[config.mk]
export PLATFORM = sky130hd
export DESIGN_NAME = wb_arbiter_flat
export DESIGN_NICKNAME = d
export VERILOG_FILES = /design/src/rtl/wb_arbiter_pkg.sv /design/src/rtl/wb_arbiter_if.sv /design/src/rtl/wb_arbiter_rr_arbiter.sv /design/src/rtl/wb_arbiter.sv /design/src/flat_wrapper.sv
export SDC_FILE = /design/constraint.sdc
export NUM_CORES = 1
export LEC_CHECK = 0
export CAP_MARGIN = 20
export CELL_PAD_IN_SITES_DETAIL_PLACEMENT = 0
export CELL_PAD_IN_SITES_GLOBAL_PLACEMENT = 1
export CORE_ASPECT_RATIO = 1.5
export CORE_MARGIN = 2
export CORE_UTILIZATION = 29
export DETAILED_ROUTE_END_ITERATION = 16
export GPL_TIMING_DRIVEN = 0
export PLACE_DENSITY_LB_ADDON = 0.08
export SLEW_MARGIN = 20
export SYNTH_ARGS = -nofsm -noshare
export SYNTH_HDL_FRONTEND = slang
export SYNTH_SLANG_ARGS = --single-unit
[constraint.sdc]
create_clock -name clk -period 5.4 [get_ports clk]
set_input_delay 0.81 -clock clk [delete_from_list [all_inputs] [get_ports clk]]
set_output_delay 0.81 -clock clk [all_outputs]
set_load 0.01 [all_outputs]
[src/rtl/wb_arbiter_pkg.sv]
// Shared types and constants for the writeback arbiter slice.
package wb_arbiter_pkg;

  localparam int XLEN    = 32;
  localparam int ROB_W   = 6;
  localparam int PHYS_W  = 7;
  localparam int EPOCH_W = 2;

  // One execution-unit result as it travels towards the CDB.
  typedef struct packed {
    logic [XLEN-1:0]    pc;
    logic               uses_rd;
    logic [ROB_W-1:0]   rob_idx;
    logic [PHYS_W-1:0]  prd_new;
    logic [EPOCH_W-1:0] epoch;
    logic [XLEN-1:0]    data;
  } wb_pkt_t;

  // Width of an index that selects one of n channels (at least one bit).
  function automatic int src_idx_w(input int n);
    return (n > 1) ? $clog2(n) : 1;
  endfunction

endpackage

[src/rtl/wb_arbiter_if.sv]
// Result channels, epoch/flush control and CDB broadcast of the writeback arbiter.
interface wb_arbiter_if #(
  parameter int NUM_SRC = 3,
  parameter int CNT_W   = 16
);
  localparam int XLEN    = wb_arbiter_pkg::XLEN;
  localparam int ROB_W   = wb_arbiter_pkg::ROB_W;
  localparam int PHYS_W  = wb_arbiter_pkg::PHYS_W;
  localparam int EPOCH_W = wb_arbiter_pkg::EPOCH_W;
  localparam int SRC_W   = wb_arbiter_pkg::src_idx_w(NUM_SRC);

  logic [NUM_SRC-1:0]         src_valid;
  logic [NUM_SRC-1:0]         src_ready;
  logic [NUM_SRC*XLEN-1:0]    src_pc;
  logic [NUM_SRC-1:0]         src_uses_rd;
  logic [NUM_SRC*ROB_W-1:0]   src_rob_idx;
  logic [NUM_SRC*PHYS_W-1:0]  src_prd_new;
  logic [NUM_SRC*EPOCH_W-1:0] src_epoch;
  logic [NUM_SRC*XLEN-1:0]    src_data;
  logic [EPOCH_W-1:0]         cur_epoch;
  logic                       flush;
  logic                       cdb_valid;
  logic                       cdb_ready;
  logic [XLEN-1:0]            cdb_pc;
  logic                       cdb_uses_rd;
  logic [ROB_W-1:0]           cdb_rob_idx;
  logic [PHYS_W-1:0]          cdb_prd_new;
  logic [XLEN-1:0]            cdb_data;
  logic [SRC_W-1:0]           cdb_src;
  logic [CNT_W-1:0]           drop_cnt;

  // Execution units, ROB and CDB consumers.
  modport master (
    output src_valid, src_pc, src_uses_rd, src_rob_idx, src_prd_new, src_epoch, src_data,
    output cur_epoch, flush, cdb_ready,
    input  src_ready, cdb_valid, cdb_pc, cdb_uses_rd, cdb_rob_idx, cdb_prd_new, cdb_data,
    input  cdb_src, drop_cnt
  );

  // The arbiter itself.
  modport slave (
    input  src_valid, src_pc, src_uses_rd, src_rob_idx, src_prd_new, src_epoch, src_data,
    input  cur_epoch, flush, cdb_ready,
    output src_ready, cdb_valid, cdb_pc, cdb_uses_rd, cdb_rob_idx, cdb_prd_new, cdb_data,
    output cdb_src, drop_cnt
  );
endinterface

[src/rtl/wb_arbiter_rr_arbiter.sv]
// Round-robin requester selection; owns the rotation pointer.
module rr_arbiter
  import wb_arbiter_pkg::*;
#(
  parameter int N     = 3,
  parameter int IDX_W = src_idx_w(N)
) (
  input  logic             clk,
  input  logic             rst,
  input  logic [N-1:0]     req,
  input  logic             adv,
  output logic [N-1:0]     gnt,
  output logic [IDX_W-1:0] gnt_idx,
  output logic             any_gnt
);

  logic [IDX_W-1:0] rr_ptr_r;
  logic [IDX_W-1:0] gnt_idx_s;
  logic             any_s;
  logic             hit_s;
  int               cand_s;

  // Search upward from the pointer, wrapping once, for the first requester
  always_comb begin
    gnt_idx_s = '0;
    any_s     = 1'b0;
    hit_s     = 1'b0;
    cand_s    = 0;
    for (int k = 0; k < N; k++) begin
      // rr_ptr_r is always below N, so a single subtraction performs the wrap
      cand_s    = (int'(rr_ptr_r) + k >= N) ? int'(rr_ptr_r) + k - N : int'(rr_ptr_r) + k;
      hit_s     = req[cand_s] && !any_s;
      gnt_idx_s = hit_s ? IDX_W'(cand_s) : gnt_idx_s;
      any_s     = any_s | req[cand_s];
    end
  end

  // Expand the winning index into a one-hot grant vector
  always_comb begin
    gnt = '0;
    for (int i = 0; i < N; i++) begin
      gnt[i] = any_s && (gnt_idx_s == IDX_W'(i));
    end
  end

  assign gnt_idx = gnt_idx_s;
  assign any_gnt = any_s;

  // Move the pointer just past the channel that won an accepted grant
  always_ff @(posedge clk) begin
    if (rst) begin
      rr_ptr_r <= '0;
    end else if (adv && any_s) begin
      rr_ptr_r <= (gnt_idx_s == IDX_W'(N - 1)) ? '0 : gnt_idx_s + IDX_W'(1);
    end else begin
      rr_ptr_r <= rr_ptr_r;
    end
  end

endmodule

[src/rtl/wb_arbiter.sv]
// Writeback arbiter: drains stale results, grants one live result per cycle
// into a single-entry CDB buffer.
module wb_arbiter
  import wb_arbiter_pkg::*;
#(
  parameter int NUM_SRC = 3,
  parameter int CNT_W   = 16
) (
  input  logic        clk,
  input  logic        rst,
  wb_arbiter_if.slave bus
);

  localparam int SRC_W = src_idx_w(NUM_SRC);

  logic [NUM_SRC-1:0] stale_s;
  logic [NUM_SRC-1:0] live_s;
  logic [NUM_SRC-1:0] gnt_s;
  logic [SRC_W-1:0]   gnt_idx_s;
  logic               any_gnt_s;
  logic               deq_s;
  logic               can_acc_s;
  logic               acc_s;
  wb_pkt_t            sel_pkt_s;
  logic [CNT_W-1:0]   stale_cnt_s;
  logic [CNT_W:0]     drop_sum_s;

  logic               out_vld_r;
  logic [XLEN-1:0]    pc_r;
  logic               uses_rd_r;
  logic [ROB_W-1:0]   rob_idx_r;
  logic [PHYS_W-1:0]  prd_new_r;
  logic [XLEN-1:0]    data_r;
  logic [SRC_W-1:0]   src_r;
  logic [CNT_W-1:0]   drop_cnt_r;

  // Split valid channels into stale (wrong epoch) and live ones
  always_comb begin
    stale_s = '0;
    live_s  = '0;
    for (int i = 0; i < NUM_SRC; i++) begin
      stale_s[i] = bus.src_valid[i] && (bus.src_epoch[i*EPOCH_W +: EPOCH_W] != bus.cur_epoch);
      live_s[i]  = bus.src_valid[i] && !stale_s[i];
    end
  end

  assign deq_s     = out_vld_r && bus.cdb_ready;
  assign can_acc_s = !bus.flush && (!out_vld_r || deq_s);

  rr_arbiter #(.N(NUM_SRC), .IDX_W(SRC_W)) u_rr (
    .clk     (clk),
    .rst     (rst),
    .req     (live_s),
    .adv     (can_acc_s),
    .gnt     (gnt_s),
    .gnt_idx (gnt_idx_s),
    .any_gnt (any_gnt_s)
  );

  // One-hot AND-OR mux of the granted channel's payload
  always_comb begin
    sel_pkt_s = '0;
    for (int i = 0; i < NUM_SRC; i++) begin
      sel_pkt_s.pc      = sel_pkt_s.pc      | (bus.src_pc[i*XLEN +: XLEN]           & {XLEN{gnt_s[i]}});
      sel_pkt_s.uses_rd = sel_pkt_s.uses_rd | (bus.src_uses_rd[i]                   & gnt_s[i]);
      sel_pkt_s.rob_idx = sel_pkt_s.rob_idx | (bus.src_rob_idx[i*ROB_W +: ROB_W]    & {ROB_W{gnt_s[i]}});
      sel_pkt_s.prd_new = sel_pkt_s.prd_new | (bus.src_prd_new[i*PHYS_W +: PHYS_W] & {PHYS_W{gnt_s[i]}});
      sel_pkt_s.epoch   = sel_pkt_s.epoch   | (bus.src_epoch[i*EPOCH_W +: EPOCH_W]  & {EPOCH_W{gnt_s[i]}});
      sel_pkt_s.data    = sel_pkt_s.data    | (bus.src_data[i*XLEN +: XLEN]         & {XLEN{gnt_s[i]}});
    end
  end

  // The grant is live by construction; the epoch term guarantees a stale
  // payload can never be loaded even if the grant logic were disturbed.
  assign acc_s = !rst && can_acc_s && any_gnt_s && (sel_pkt_s.epoch == bus.cur_epoch);

  // Stale channels drain unconditionally; the winner only when accepted
  assign bus.src_ready = rst ? {NUM_SRC{1'b0}} : (stale_s | (acc_s ? gnt_s : {NUM_SRC{1'b0}}));

  // Count this cycle's drained stale results and form the widened sum
  always_comb begin
    stale_cnt_s = '0;
    for (int i = 0; i < NUM_SRC; i++) begin
      stale_cnt_s = stale_cnt_s + CNT_W'(stale_s[i]);
    end
    drop_sum_s = {1'b0, drop_cnt_r} + {1'b0, stale_cnt_s};
  end

  // Single-entry CDB buffer and saturating drop counter
  always_ff @(posedge clk) begin
    if (rst) begin
      out_vld_r  <= 1'b0;
      pc_r       <= '0;
      uses_rd_r  <= 1'b0;
      rob_idx_r  <= '0;
      prd_new_r  <= '0;
      data_r     <= '0;
      src_r      <= '0;
      drop_cnt_r <= '0;
    end else begin
      drop_cnt_r <= drop_sum_s[CNT_W] ? {CNT_W{1'b1}} : drop_sum_s[CNT_W-1:0];
      if (bus.flush) begin
        out_vld_r <= 1'b0;
      end else if (acc_s) begin
        out_vld_r <= 1'b1;
        pc_r      <= sel_pkt_s.pc;
        uses_rd_r <= sel_pkt_s.uses_rd;
        rob_idx_r <= sel_pkt_s.rob_idx;
        prd_new_r <= sel_pkt_s.prd_new;
        data_r    <= sel_pkt_s.data;
        src_r     <= gnt_idx_s;
      end else if (deq_s) begin
        out_vld_r <= 1'b0;
      end else begin
        out_vld_r <= out_vld_r;
      end
    end
  end

  assign bus.cdb_valid   = out_vld_r;
  assign bus.cdb_pc      = pc_r;
  assign bus.cdb_uses_rd = uses_rd_r;
  assign bus.cdb_rob_idx = rob_idx_r;
  assign bus.cdb_prd_new = prd_new_r;
  assign bus.cdb_data    = data_r;
  assign bus.cdb_src     = src_r;
  assign bus.drop_cnt    = drop_cnt_r;

endmodule

[src/flat_wrapper.sv]
// flat-port wrapper written by rule: the top's interface ports become plain ports
module wb_arbiter_flat import wb_arbiter_pkg::*;
#(
  parameter int NUM_SRC = 3,
  parameter int CNT_W   = 16
)
  (clk, rst, bus_src_valid, bus_src_pc, bus_src_uses_rd, bus_src_rob_idx, bus_src_prd_new, bus_src_epoch, bus_src_data, bus_cur_epoch, bus_flush, bus_cdb_ready, bus_src_ready, bus_cdb_valid, bus_cdb_pc, bus_cdb_uses_rd, bus_cdb_rob_idx, bus_cdb_prd_new, bus_cdb_data, bus_cdb_src, bus_drop_cnt);
  wb_arbiter_if #(.NUM_SRC(NUM_SRC), .CNT_W(CNT_W)) bus_i ();
  input  logic clk;
  input  logic rst;
  input wire logic [$bits(bus_i.src_valid)-1:0] bus_src_valid;
  input wire logic [$bits(bus_i.src_pc)-1:0] bus_src_pc;
  input wire logic [$bits(bus_i.src_uses_rd)-1:0] bus_src_uses_rd;
  input wire logic [$bits(bus_i.src_rob_idx)-1:0] bus_src_rob_idx;
  input wire logic [$bits(bus_i.src_prd_new)-1:0] bus_src_prd_new;
  input wire logic [$bits(bus_i.src_epoch)-1:0] bus_src_epoch;
  input wire logic [$bits(bus_i.src_data)-1:0] bus_src_data;
  input wire logic [$bits(bus_i.cur_epoch)-1:0] bus_cur_epoch;
  input wire logic [$bits(bus_i.flush)-1:0] bus_flush;
  input wire logic [$bits(bus_i.cdb_ready)-1:0] bus_cdb_ready;
  output wire logic [$bits(bus_i.src_ready)-1:0] bus_src_ready;
  output wire logic [$bits(bus_i.cdb_valid)-1:0] bus_cdb_valid;
  output wire logic [$bits(bus_i.cdb_pc)-1:0] bus_cdb_pc;
  output wire logic [$bits(bus_i.cdb_uses_rd)-1:0] bus_cdb_uses_rd;
  output wire logic [$bits(bus_i.cdb_rob_idx)-1:0] bus_cdb_rob_idx;
  output wire logic [$bits(bus_i.cdb_prd_new)-1:0] bus_cdb_prd_new;
  output wire logic [$bits(bus_i.cdb_data)-1:0] bus_cdb_data;
  output wire logic [$bits(bus_i.cdb_src)-1:0] bus_cdb_src;
  output wire logic [$bits(bus_i.drop_cnt)-1:0] bus_drop_cnt;
  assign bus_i.src_valid = bus_src_valid;
  assign bus_i.src_pc = bus_src_pc;
  assign bus_i.src_uses_rd = bus_src_uses_rd;
  assign bus_i.src_rob_idx = bus_src_rob_idx;
  assign bus_i.src_prd_new = bus_src_prd_new;
  assign bus_i.src_epoch = bus_src_epoch;
  assign bus_i.src_data = bus_src_data;
  assign bus_i.cur_epoch = bus_cur_epoch;
  assign bus_i.flush = bus_flush;
  assign bus_i.cdb_ready = bus_cdb_ready;
  assign bus_src_ready = bus_i.src_ready;
  assign bus_cdb_valid = bus_i.cdb_valid;
  assign bus_cdb_pc = bus_i.cdb_pc;
  assign bus_cdb_uses_rd = bus_i.cdb_uses_rd;
  assign bus_cdb_rob_idx = bus_i.cdb_rob_idx;
  assign bus_cdb_prd_new = bus_i.cdb_prd_new;
  assign bus_cdb_data = bus_i.cdb_data;
  assign bus_cdb_src = bus_i.cdb_src;
  assign bus_drop_cnt = bus_i.drop_cnt;
  wb_arbiter #(.NUM_SRC(NUM_SRC), .CNT_W(CNT_W)) u_core (.clk(clk), .rst(rst), .bus(bus_i));
endmodule
# After elaboration in Yosys (flattened, before gate mapping)
# Cells that the tools add are included.
# totals
ff_bits	99
output_inout_bits	100
wordCells	115
# classes
add_sub_neg	9
n_lt_le_gt_ge	6
eq_ne	6
mux	21
bitwise_logic	34
reduce_logical	30
# op_table
op	count
$and A32 B32 Y32	6
$or A32 B32 Y32	4
$lt A32 B4 Y1 const B	3
$mux W32	3
$ge A32 B3 Y1 const B	2
$sub A32 B3 Y32 const B	2
$and A7 B7 Y7	3
$and A6 B6 Y6	3
$add A16 B16 Y17	1
$logic_and A1 B1 Y1	17
$add A16 B1 Y16	1
$mux W16	1
$or A7 B7 Y7	2
$or A6 B6 Y6	2
$logic_not A1 Y1	8
$mux W1	8
$mux W2	4
$and A2 B2 Y2	3
$bmux W1 S2	3
$mux W3	2
$ne A2 B2 Y1	3
$or A1 B1 Y1	4
$or A2 B2 Y2	2
$add A2 B1 Y3 const B	1
16 further kinds	18

# Logic depth before layout (Yosys ltp)
# Gate-level depths: netlist of the first run.
# logic_depth
word_depth	21
ltp_mapped	12

# By module
# A second synthesis of the first run with hierarchy kept.
# hier_totals
cells_unflattened	553
hier_area_um2	5154.9
# modules_own_cells
mod	n_inst	cells_each	area_each_um2	seq_area_each_um2
wb_arbiter	1	503	4764.6	1941.9
rr_arbiter	1	50	390.4	40.0

# Least setup slack after synthesis of the first run
# Ideal clock, no wire load.
# synth_path
path_kind	input to register
from	input port bus_src_epoch[0]
to	register u_core.drop_cnt_r[10], in the netlist u_core.bus.drop_cnt[10]
setup_ps	133
arrival_ps	3236
required_ps	5267
path_slack_ps	2032
path_stages	10
cell_sequence	xnor2_1 a21boi_0 fa_1 ha_1 fa_1 a21oi_1 nor4_1 nand4_1 clkbuf_1 a21oi_1
# synth_via
elab_chain_cells	6
# synth_lines
element	line_no	text
start: declaration	flat_wrapper.sv:16	input wire logic [$bits(bus_i.src_epoch)-1:0] bus_src_epoch;
$ne A2 B2 Y1	wb_arbiter.sv:42	stale_s[i] = bus.src_valid[i] && (bus.src_epoch[i*EPOCH_W +: EPOCH_W] != bus.cur_epoch);
$logic_and A1 B1 Y1	wb_arbiter.sv:42	
$add A1 B1 Y2	wb_arbiter.sv:84	stale_cnt_s = stale_cnt_s + CNT_W'(stale_s[i]);
$add A16 B1 Y16	wb_arbiter.sv:84	
$add A16 B16 Y17	wb_arbiter.sv:86	drop_sum_s = {1'b0, drop_cnt_r} + {1'b0, stale_cnt_s};
$mux W16	wb_arbiter.sv:101	drop_cnt_r <= drop_sum_s[CNT_W] ? {CNT_W{1'b1}} : drop_sum_s[CNT_W-1:0];
end signal: assignment	wb_arbiter.sv:101	
end: declaration	wb_arbiter.sv:35	logic [CNT_W-1:0] drop_cnt_r;
# Every way passes these cells.
# A chain may end at the register's enable or synchronous reset.

# Worst setup path in the final report of the first run
# layout_path
from	input port bus_cur_epoch[1]
to	output port bus_src_ready[2]
# layout_via
elab_chain_cells	21
word_cells_on_any_way	47
cone_classes	6 x eq/ne; 14 x mux; 8 x bitwise; 19 x reduce/logical
# layout_lines
element	line_no	text
start: declaration	flat_wrapper.sv:18	input wire logic [$bits(bus_i.cur_epoch)-1:0] bus_cur_epoch;
$ne A2 B2 Y1	wb_arbiter.sv:42	
$logic_and A1 B1 Y1	wb_arbiter.sv:42	
$logic_not A1 Y1	wb_arbiter.sv:43	live_s[i] = bus.src_valid[i] && !stale_s[i];
$logic_and A1 B1 Y1	wb_arbiter.sv:43	
$bmux W1 S2	wb_arbiter_rr_arbiter.sv:32, wb_arbiter_rr_arbiter.sv:34	
$mux W1 (implied by the code) (2 in a row)	wb_arbiter_rr_arbiter.sv:32, wb_arbiter_rr_arbiter.sv:34	
$logic_not A1 Y1 / $or A1 B1 Y1 (equally long branches)	wb_arbiter_rr_arbiter.sv:32, wb_arbiter_rr_arbiter.sv:34	
$logic_and A1 B1 Y1 / $logic_not A1 Y1 (equally long branches)	wb_arbiter_rr_arbiter.sv:32	hit_s = req[cand_s] && !any_s;
[... 3 more ...]	-	
$logic_and A1 B1 Y1	wb_arbiter_rr_arbiter.sv:42	gnt[i] = any_s && (gnt_idx_s == IDX_W'(i));
$and A2 B2 Y2	wb_arbiter.sv:68	sel_pkt_s.epoch = sel_pkt_s.epoch | (bus.src_epoch[i*EPOCH_W +: EPOCH_W] & {EPOCH_W{gnt_s[i]}});
$or A2 B2 Y2 (2 in a row)	wb_arbiter.sv:68	
$eq A2 B2 Y1	wb_arbiter.sv:75	assign acc_s = !rst && can_acc_s && any_gnt_s && (sel_pkt_s.epoch == bus.cur_epoch);
$logic_and A1 B1 Y1	wb_arbiter.sv:75	
$mux W3	wb_arbiter.sv:78	assign bus.src_ready = rst ? {NUM_SRC{1'b0}} : (stale_s | (acc_s ? gnt_s : {NUM_SRC{1'b0}}));
$or A3 B3 Y3 (*)	wb_arbiter.sv:78	
$mux W3 (*)	wb_arbiter.sv:78	
end: declaration	flat_wrapper.sv:21	output wire logic [$bits(bus_i.src_ready)-1:0] bus_src_ready;
# Every way passes the cells marked *; elsewhere a longest branch is shown, timed or not. The select of a mux whose other input is x is not followed.

==> results_dict.tcl, run 1 <==
set metrics [dict create \
    avgSynthCellArea_um2 9.75 \
    synth_xor_xnor_area_share_pct 2.41 \
    fin_nets 1214 \
    path_max_fanout 10 \
    clock_skew_ns 0.00762 \
    p_leak_uw 0.00325 \
    cp-end-kind "output port" \
    max_slew.worst_pin.slew_ns 1.03 \
    yosys.area_share.simple_pct 10.4 \
    r2r_cells 7 \
    status "finished, final reports clean" \
    drive_gt1_share_pct 21.2 \
    post_drt_wl_per_cell_um 18.7 \
    grt_overflow 0 \
    ys_seq_area_share_pct 34.1 \
    path_class "input port to output port" \
    grt.total_usage_pct 20.7 \
    r2r_slack_ns 2.71 \
    maxSlewViolCount 0 \
    rsz0062_at_grt "false" \
    use_met2_pct 38.3 \
    min_path_type "flip-flop to flip-flop" \
    synthAdderAreaFrac_pct 2.60 \
    timing.rr.start "u_core.u_rr.rr_ptr_r[0]$_SDFFE_PP0P_" \
    fp.dieH_um 177 \
    ctsResizeCount 0 \
    cp-start-kind "input port" \
    synth_flop_cell "dfxtp_1" \
    finalHoldViolCount 0 \
    antenna_found_initial 0 \
    vias 6074 \
    intPower_uw 1600 \
    synth_area_leaders "dfxtp_1, a211oi_2, a22oi_2, a21oi_1, nor2_1" \
    p_seq_share_pct 36.4 \
    firstDrtPassIters 7 \
    syn-cell-area_um2 5820 \
    clockPowerShare_pct 28.2 \
    cts_hold_buf 0 \
    ant_nets 0 \
    numPortBuffers 347 \
    synth_seq_cells 99 \
    dp_hpwl_um 18200 \
    start_util_pct 29.5 \
    synth_cell_types 42 \
    synthArstFlopShare_pct 0 \
    htree_levels 3 \
    via_per_inst 4.98 \
    synth.most_common_cell "a21oi_1" \
    yosys_warnings 0 \
    rr_endpoint "u_core.bus.cdb_pc[29]$_SDFFE_PP0P_" \
    maxCapViolCount 0 \
    synth_top_family_by_area "compound AO/OA/AOI/OAI gates" \
    setup_tns_ns 0 \
    max_freq_ghz 0.218 \
    min_from "u_core.bus.cdb_src[0]$_SDFFE_PP0P_" \
    slew_headroom_pct 31.1 \
    dieArea_um2 21200 \
    row_count 63 \
    synth_nets 856 \
    cts_sinks 99 \
    clockBufferDepth 2 \
    die_x_um 120 \
    critPathArrivalTime_ns 3.77 \
    use_met1_pct 23.1 \
    numCtsBuffers 9 \
    synth_commonest_cells "a21oi_1, dfxtp_1, nor2_1" \
    muxShareOfSynthArea_pct 0 \
    synth_compound_area_share_pct 44.2 \
    first_global_vias 6265 \
    synth-edff-count 0 \
    totalWireLength_um 22800 \
    grt_max_degree 16 \
    min_to "u_core.bus.cdb_src[0]$_SDFFE_PP0P_" \
    netSwitchingFraction_pct 30.6 \
    ir_drop_mv 0.136 \
    gp_congestion 0.813 \
    finalSetupViolCount 0 \
    synth_top_area_cell "dfxtp_1" \
    holdWs_ns 0.466 \
    pin_count 349 \
    pwr-share-comb_pct 35.5 \
    grt_most_used_layer "met2" \
    drt_iter0_drc 223 \
    cts_tree "built" \
    power_density_nw_per_um2 234 \
    critPathRequiredTime_ns 4.59 \
    synth_top_area_share_pct 34.1 \
    netlist_instances 597 \
    period_needed_ns 4.58 \
    cts_root_buf "clkbuf_16" \
    grt_use_met3_pct 4.79 \
    core_area_um2 19700 \
    clk_pin_slew_ns 0.06 \
    area_delta_synth_final_pct 70.2 \
    clock_latency_ns 0.35 \
    fillers 1906 \
    power_switching_uw 709 \
    timing.final.crit_share_pct 84.8 \
    drcViolationCount 0 \
    min_path_cells 2 \
    postCtsSetupBuffers 0 \
    grt_pass1_wl_um 34500 \
]
power by group through the flow:
stage	clock, uW	sequential [uW]	combinational, uW
after floorplan	0	887	362
after global placement	0	855	817
after CTS	674	842	833
final	651	842	820
after detailed placement	0	858	830
after global routing	698	850	889
cell type report:
cell class	instances	area, um^2	area share [%]
clock buffer	11	233	2.35
antenna	1	2.50	0.0253
tap	260	325	3.28
buffer	56	352	3.55
inverter	5	18.8	0.189
multi-input combinational	437	3470	35.0
timing repair buffer	347	3470	35.1
clock inverter	4	52.6	0.531
sequential	99	1980	20.0
placed cells by master (no fill, tap or decap), drive strengths merged, types with 5 or more instances in the layout:
cell type,synthesis,final
a211oi,80,80
a21oi,103,103
a22oi,78,78
buf,33,33
clkbuf,23,34
clkdlybuf4s50,0,347
dfxtp,99,99
ha,8,8
inv,5,5
nand2,13,13
nand3,12,12
nor2,89,89
xnor2,13,13
critical path, cell delays in order:
cell and delay [ns]:
clkdlybuf4s50_1 0.48, xnor2_1 0.32, nand3_2 0.22, nor4_4 0.94, buf_6 0.24, a21oi_1 0.07, nor2_1 0.11, clkdlybuf4s50_1 0.57
routing by layer:
layer	part of all wire (%)	routed length [um]	vias to the layer above
met3	6.5	1480	30
met2	53	12100	221
li1	-	-	2944
met5	0	0	-
met4	2.5	571	0
met1	38	8620	2879
logic make-up after synthesis:
kind of cell,count (synthesis)
flops,99
simple gates,135
buf+inv,61
xor+xnor,16
compound gates,275
fa+ha+maj,11
through the flow:
stage               util [%]  instances  setup slack, ns  cell area (um^2)  power, uW
floorplan                  -        597             2.03              5820       1250
global placement        48.8       1204            0.832              9620       1670
detailed placement      48.8       1204            0.766              9620       1690
CTS                     50.2       1219            0.743              9900       2350
global route            50.2       1219            0.644              9900       2440
finish                  50.3       1220            0.822              9900       2310
registers in the layout (all words and copies together), names as in the netlist:
register / flops
u_core.bus.cdb_uses_rd: 1
u_core.bus.drop_cnt: 16
u_core.bus.cdb_src: 2
u_core.bus.cdb_pc: 32
u_core.bus.cdb_data: 32
u_core.u_rr.rr_ptr_r: 2
u_core.bus.cdb_rob_idx: 6
u_core.bus.cdb_valid: 1
u_core.bus.cdb_prd_new: 7
how the worst max path moves through the flow:
stage                                    endpoint  slack (ns)        startpoint  cells after the start
3_5_place_dp                     bus_src_ready[2]        0.77  bus_cur_epoch[1]                      8
2_1_floorplan  u_core.bus.drop_cnt[10]$_SDFF_PP0_        2.03  bus_src_epoch[0]                     10
5_1_grt                          bus_src_ready[2]        0.64  bus_cur_epoch[1]                      8
4_1_cts                          bus_src_ready[2]        0.74  bus_cur_epoch[1]                      8
6_report                         bus_src_ready[2]        0.82  bus_cur_epoch[1]                      8
3_3_place_gp                     bus_src_ready[2]        0.83  bus_cur_epoch[0]                      8
Note: power is estimated with default switching activity, not from simulation.
==> run 2: changes to the inputs <==
CORE_UTILIZATION = 27   (was 29)
clock period = 4.4 ns   (was 5.4 ns; I/O delays follow)
==> results_dict.tcl, run 2 (synthesis gave the netlist of run 1 again) <==
set metrics [dict create \
    wl_met2_um 12400 \
    grt_pass1_wl_um 33800 \
    area_delta_synth_final_pct 71.1 \
    min_path_type "flip-flop to flip-flop" \
    clock_skew_ns 0.00753 \
    cts_root_buf "clkbuf_16" \
    finalHoldViolCount 0 \
    pin_count 349 \
    path_class "input port to output port" \
    final_common_cell "clkdlybuf4s50_1" \
    p_total_uw 2890 \
    antenna_found_initial 1 \
    max_slew.worst_pin.slew_ns 0.933 \
    drcViolationCount 0 \
    grt.total_usage_pct 19.6 \
    cts_hold_buf 0 \
    fp.dieH_um 184 \
    row_count 65 \
    vias 6032 \
    period_needed_ns 4.13 \
    r2r_slack_ns 1.68 \
    critPathRequiredTime_ns 3.74 \
    setup_tns_ns 0 \
    gp_congestion 0.784 \
    ant_nets 0 \
    via_per_inst 4.90 \
    firstDrtPassIters 4 \
    htree_levels 3 \
    timing.rr.start "u_core.u_rr.rr_ptr_r[0]$_SDFFE_PP0P_" \
    cts_sinks 99 \
    routedLengthMet1_um 8620 \
    numCtsBuffers 9 \
    clock_latency_ns 0.35 \
    fillers 2006 \
    cp-start-kind "input port" \
    slew_headroom_pct 37.2 \
    r2r_cells 9 \
    maxCapViolCount 0 \
    power_density_nw_per_um2 291 \
    cts_tree "built" \
    dp_hpwl_um 18300 \
    top_layer_used "met4" \
    finalSetupViolCount 0 \
    min_from "u_core.bus.cdb_src[1]$_SDFFE_PP0P_" \
    fin_nets 1216 \
    ctsResizeCount 0 \
    seqCellArea_um2 1980 \
    path_max_fanout 10 \
    grt_overflow 0 \
    clk_pin_slew_ns 0.07 \
    clockBufferDepth 2 \
    holdWs_ns 0.461 \
    cp-end-kind "output port" \
    numPortBuffers 347 \
    drt_iter0_drc 219 \
    drive_gt1_share_pct 21.3 \
    totalWireLength_um 23300 \
    postCtsSetupBuffers 0 \
    status "finished, final reports clean" \
    min_to "u_core.bus.cdb_src[1]$_SDFFE_PP0P_" \
    die_x_um 124 \
    start_util_pct 27.6 \
    first_global_vias 6105 \
    dieArea_um2 22800 \
    core_area_um2 21100 \
    ir_drop_mv 0.160 \
    maxSlewViolCount 0 \
    met3_length_um 1750 \
    min_path_cells 2 \
    grt_max_degree 15 \
    post_drt_wl_per_cell_um 18.9 \
    rsz0062_at_grt "false" \
    final_cell_mix "clkdlybuf4s50_1, a21oi_1, dfxtp_1" \
    max_freq_ghz 0.242 \
    multi_input_area_um2 3470 \
    timing.final.crit_share_pct 93.8 \
    critPathArrivalTime_ns 3.47 \
    p_leak_uw 0.00328 \
    rr_endpoint "u_core.bus.cdb_pc[31]$_SDFFE_PP0P_" \
]
run 2: changes by cell type in the layout (fill, tap and decap cells not counted), sizes merged:
cell | before | now
clkbuf | 34 | 38
clkinvlp | 3 | 0
buf | 33 | 35
run 2: area by class of cell:
cell class / count / area share, %
diodes: 1 / 0.0251
repair buffers: 349 / 35.1
multi-input cells: 437 / 34.8
flip-flops and latches: 99 / 19.9
clock buffers: 15 / 2.79
plain buffers: 56 / 3.53
well taps: 268 / 3.37
clock inverters: 1 / 0.302
inverters: 5 / 0.189
run 2: critical path, stage by stage:
cell and delay (ns):
clkdlybuf4s50_1 0.56, xnor2_1 0.16, and3_1 0.23, o31a_1 0.28, a21oi_4 0.32, clkbuf_1 0.43
a21oi_1 0.15, nor2_1 0.12, clkdlybuf4s50_1 0.55
run 2: how the worst max path moves through the flow:
stage                     depth (start not counted)                            endpoint        startpoint  slack, ns
final                                             9                    bus_src_ready[0]  bus_cur_epoch[0]       0.27
after global routing                             11   u_core.bus.drop_cnt[2]$_SDFF_PP0_  bus_cur_epoch[1]       0.04
after CTS                                         8                    bus_src_ready[2]  bus_cur_epoch[0]       0.04
after detailed placement                         11   u_core.bus.drop_cnt[2]$_SDFF_PP0_  bus_cur_epoch[0]       0.04
after global placement                            8                    bus_src_ready[2]  bus_cur_epoch[0]       0.11
after floorplan                                  10  u_core.bus.drop_cnt[10]$_SDFF_PP0_  bus_src_epoch[0]       1.18
run 2: per-stage QoR:
step	utilization, %	instances	setup slack [ns]	cell area (um^2)
after floorplan	-	597	1.18	5820
after global placement	45.7	1212	0.111	9630
after detailed placement	45.7	1212	0.0370	9630
after CTS	47.2	1228	0.0432	9930
after global routing	47.2	1230	0.0406	9950
final	47.2	1231	0.272	9950
run 2: routing by layer:
| metal | vias to the layer above | global-route usage (%) |
|---|---|---|
| met4 | 0 | 7.23 |
| met1 | 2826 | 21.3 |
| met5 | - | 0 |
| li1 | 2948 | - |
| met3 | 32 | 5.18 |
| met2 | 226 | 35.7 |
run 2: power breakdown:
group	internal, uW	switching [uW]	total (uW)
logic	549	466	1010
clock network	490	358	848
registers	983	48.8	1030
total	2020	873	2890
==> run 3: changes to the inputs <==
CELL_PAD_IN_SITES_DETAIL_PLACEMENT = default   (was 0)
CELL_PAD_IN_SITES_GLOBAL_PLACEMENT = default   (was 1)
CORE_AREA = 2 2 135 137   (was default)
CORE_ASPECT_RATIO = default   (was 1.5)
CORE_MARGIN = default   (was 2)
CORE_UTILIZATION = default   (was 27)
DIE_AREA = 0 0 137 139   (was default)
==> results_dict.tcl, run 3 (synthesis gave the netlist of run 1 again) <==
set metrics [dict create \
    critPathArrivalTime_ns 3.56 \
    vias 5927 \
    fin_nets 1214 \
    antenna_found_initial 0 \
    met3_length_um 1760 \
    post_drt_wl_per_cell_um 17.9 \
    rsz0062_at_grt "false" \
    top_layer_used "met4" \
    r2r_slack_ns 1.71 \
    drcViolationCount 0 \
    cts_sinks 99 \
    period_needed_ns 4.22 \
    min_path_type "flip-flop to flip-flop" \
    min_path_cells 2 \
    path_class "input port to output port" \
    clk_pin_slew_ns 0.07 \
    critPathRequiredTime_ns 3.74 \
    dp_hpwl_um 16600 \
    clock_skew_ns 0.00628 \
    ctsResizeCount 0 \
    area_delta_synth_final_pct 69.7 \
    row_count 49 \
    numPortBuffers 347 \
    min_from "u_core.bus.cdb_src[0]$_SDFFE_PP0P_" \
    maxSlewViolCount 0 \
    max_slew.worst_pin.slew_ns 0.969 \
    cp-start-kind "input port" \
    cp-end-kind "output port" \
    finalSetupViolCount 0 \
    first_global_vias 5937 \
    path_max_fanout 10 \
    clockBufferDepth 2 \
    numCtsBuffers 9 \
    antennaDiodeCount 0 \
    grt_pass1_wl_um 32000 \
    r2r_cells 9 \
    ant_nets 0 \
    pin_count 349 \
    core_area_um2 17700 \
    ir_drop_mv 0.198 \
    fp.dieH_um 139 \
    routedLengthMet1_um 8540 \
    p_leak_uw 0.00326 \
    gp_congestion 0.803 \
    final_cell_area_um2 9870 \
    clock_latency_ns 0.35 \
    cts_tree "built" \
    finalHoldViolCount 0 \
    totalWireLength_um 21200 \
    maxCapViolCount 0 \
    cts_root_buf "clkbuf_16" \
    dpl_worst_slack_ns -0.0112 \
    postCtsSetupBuffers 0 \
    grt_overflow 0 \
    timing.final.crit_share_pct 96.0 \
    drive_gt1_share_pct 21.6 \
    rr_endpoint "u_core.bus.cdb_data[10]$_SDFFE_PP0P_" \
    die_x_um 137 \
    final_common_cell "clkdlybuf4s50_1" \
    cts_hold_buf 0 \
    final_util_pct 55.9 \
    wl_met2_um 10400 \
    postPlaceCellArea_um2 9580 \
    max_freq_ghz 0.237 \
    firstDrtPassIters 4 \
    min_to "u_core.bus.cdb_src[0]$_SDFFE_PP0P_" \
    timing.rr.start "u_core.u_rr.rr_ptr_r[0]$_SDFFE_PP0P_" \
    power_density_nw_per_um2 285 \
    via_per_inst 4.98 \
    htree_levels 3 \
    drt_iter0_drc 158 \
    final_cell_mix "clkdlybuf4s50_1, a21oi_1, dfxtp_1" \
    dieArea_um2 19000 \
    status "finished, final reports clean" \
    slew_headroom_pct 34.9 \
    fin_ws_ns 0.175 \
    grt_max_degree 18 \
    grt.total_usage_pct 21.5 \
    start_util_pct 33.0 \
]
==> run 3: changes by cell type in the layout (fill, tap and decap cells not counted), sizes merged <==
cell	before	now
clkbuf	38	33
clkinv	0	2
diode	1	0
inv	5	8
bufinv	1	0
clkinvlp	0	1
buf	35	33
==> run 3: cell type report <==
cell class                      instances  area (um^2)
Buffer                                 56          352
Clock buffer                           10          239
Clock inverter                          6         47.5
Fill cell                            1670         7790
Inverter                                5         18.8
Multi-Input combinational cell        437         3470
Sequential cell                        99         1980
Tap cell                              229          287
Timing Repair Buffer                  347         3470
==> run 3: routing by layer <==
metal	vias up	track usage, %
li1	2955	-
met1	2713	25.6
met2	225	37.0
met3	34	5.37
met4	0	7.92
met5	-	0
==> run 3: report_power, final <==
part / internal [uW] / switching [uW] / total (uW)
clock: 406 / 379 / 785
sequential: 983 / 46.8 / 1030
combinational: 546 / 455 / 1000
==> run 3: critical path, cell delays in order <==
cell and delay [ns]:
clkdlybuf4s50_1 0.50, xnor2_1 0.29, nand3_2 0.21, nor4_4 0.90, buf_6 0.24, a21oi_1 0.08, nor2_1 0.10, clkdlybuf4s50_1 0.57
==> run 3: worst max-delay path by stage <==
stage,from,to,slack [ns],cells past startpoint
2_1_floorplan,bus_src_epoch[0],u_core.bus.drop_cnt[10]$_SDFF_PP0_,1.18,10
3_3_place_gp,bus_cur_epoch[1],u_core.bus.drop_cnt[7]$_SDFF_PP0_,0.02,11
3_5_place_dp,bus_cur_epoch[1],u_core.bus.drop_cnt[6]$_SDFF_PP0_,-0.01,11
4_1_cts,bus_cur_epoch[0],bus_src_ready[2],0.11,8
5_1_grt,bus_cur_epoch[0],bus_src_ready[2],0.03,8
6_report,bus_cur_epoch[1],bus_src_ready[2],0.18,8
==> run 3: stage by stage <==
stage          total power, uW  hold WS, ns  setup TNS (ns)  cells
2_1_floorplan             1530        0.453               0    597
3_3_place_gp              2050        0.447               0   1173
3_5_place_dp              2060        0.455         -0.0509   1173
4_1_cts                   2850        0.471               0   1189
5_1_grt                   2970        0.491               0   1189
6_report                  2820        0.467               0   1189
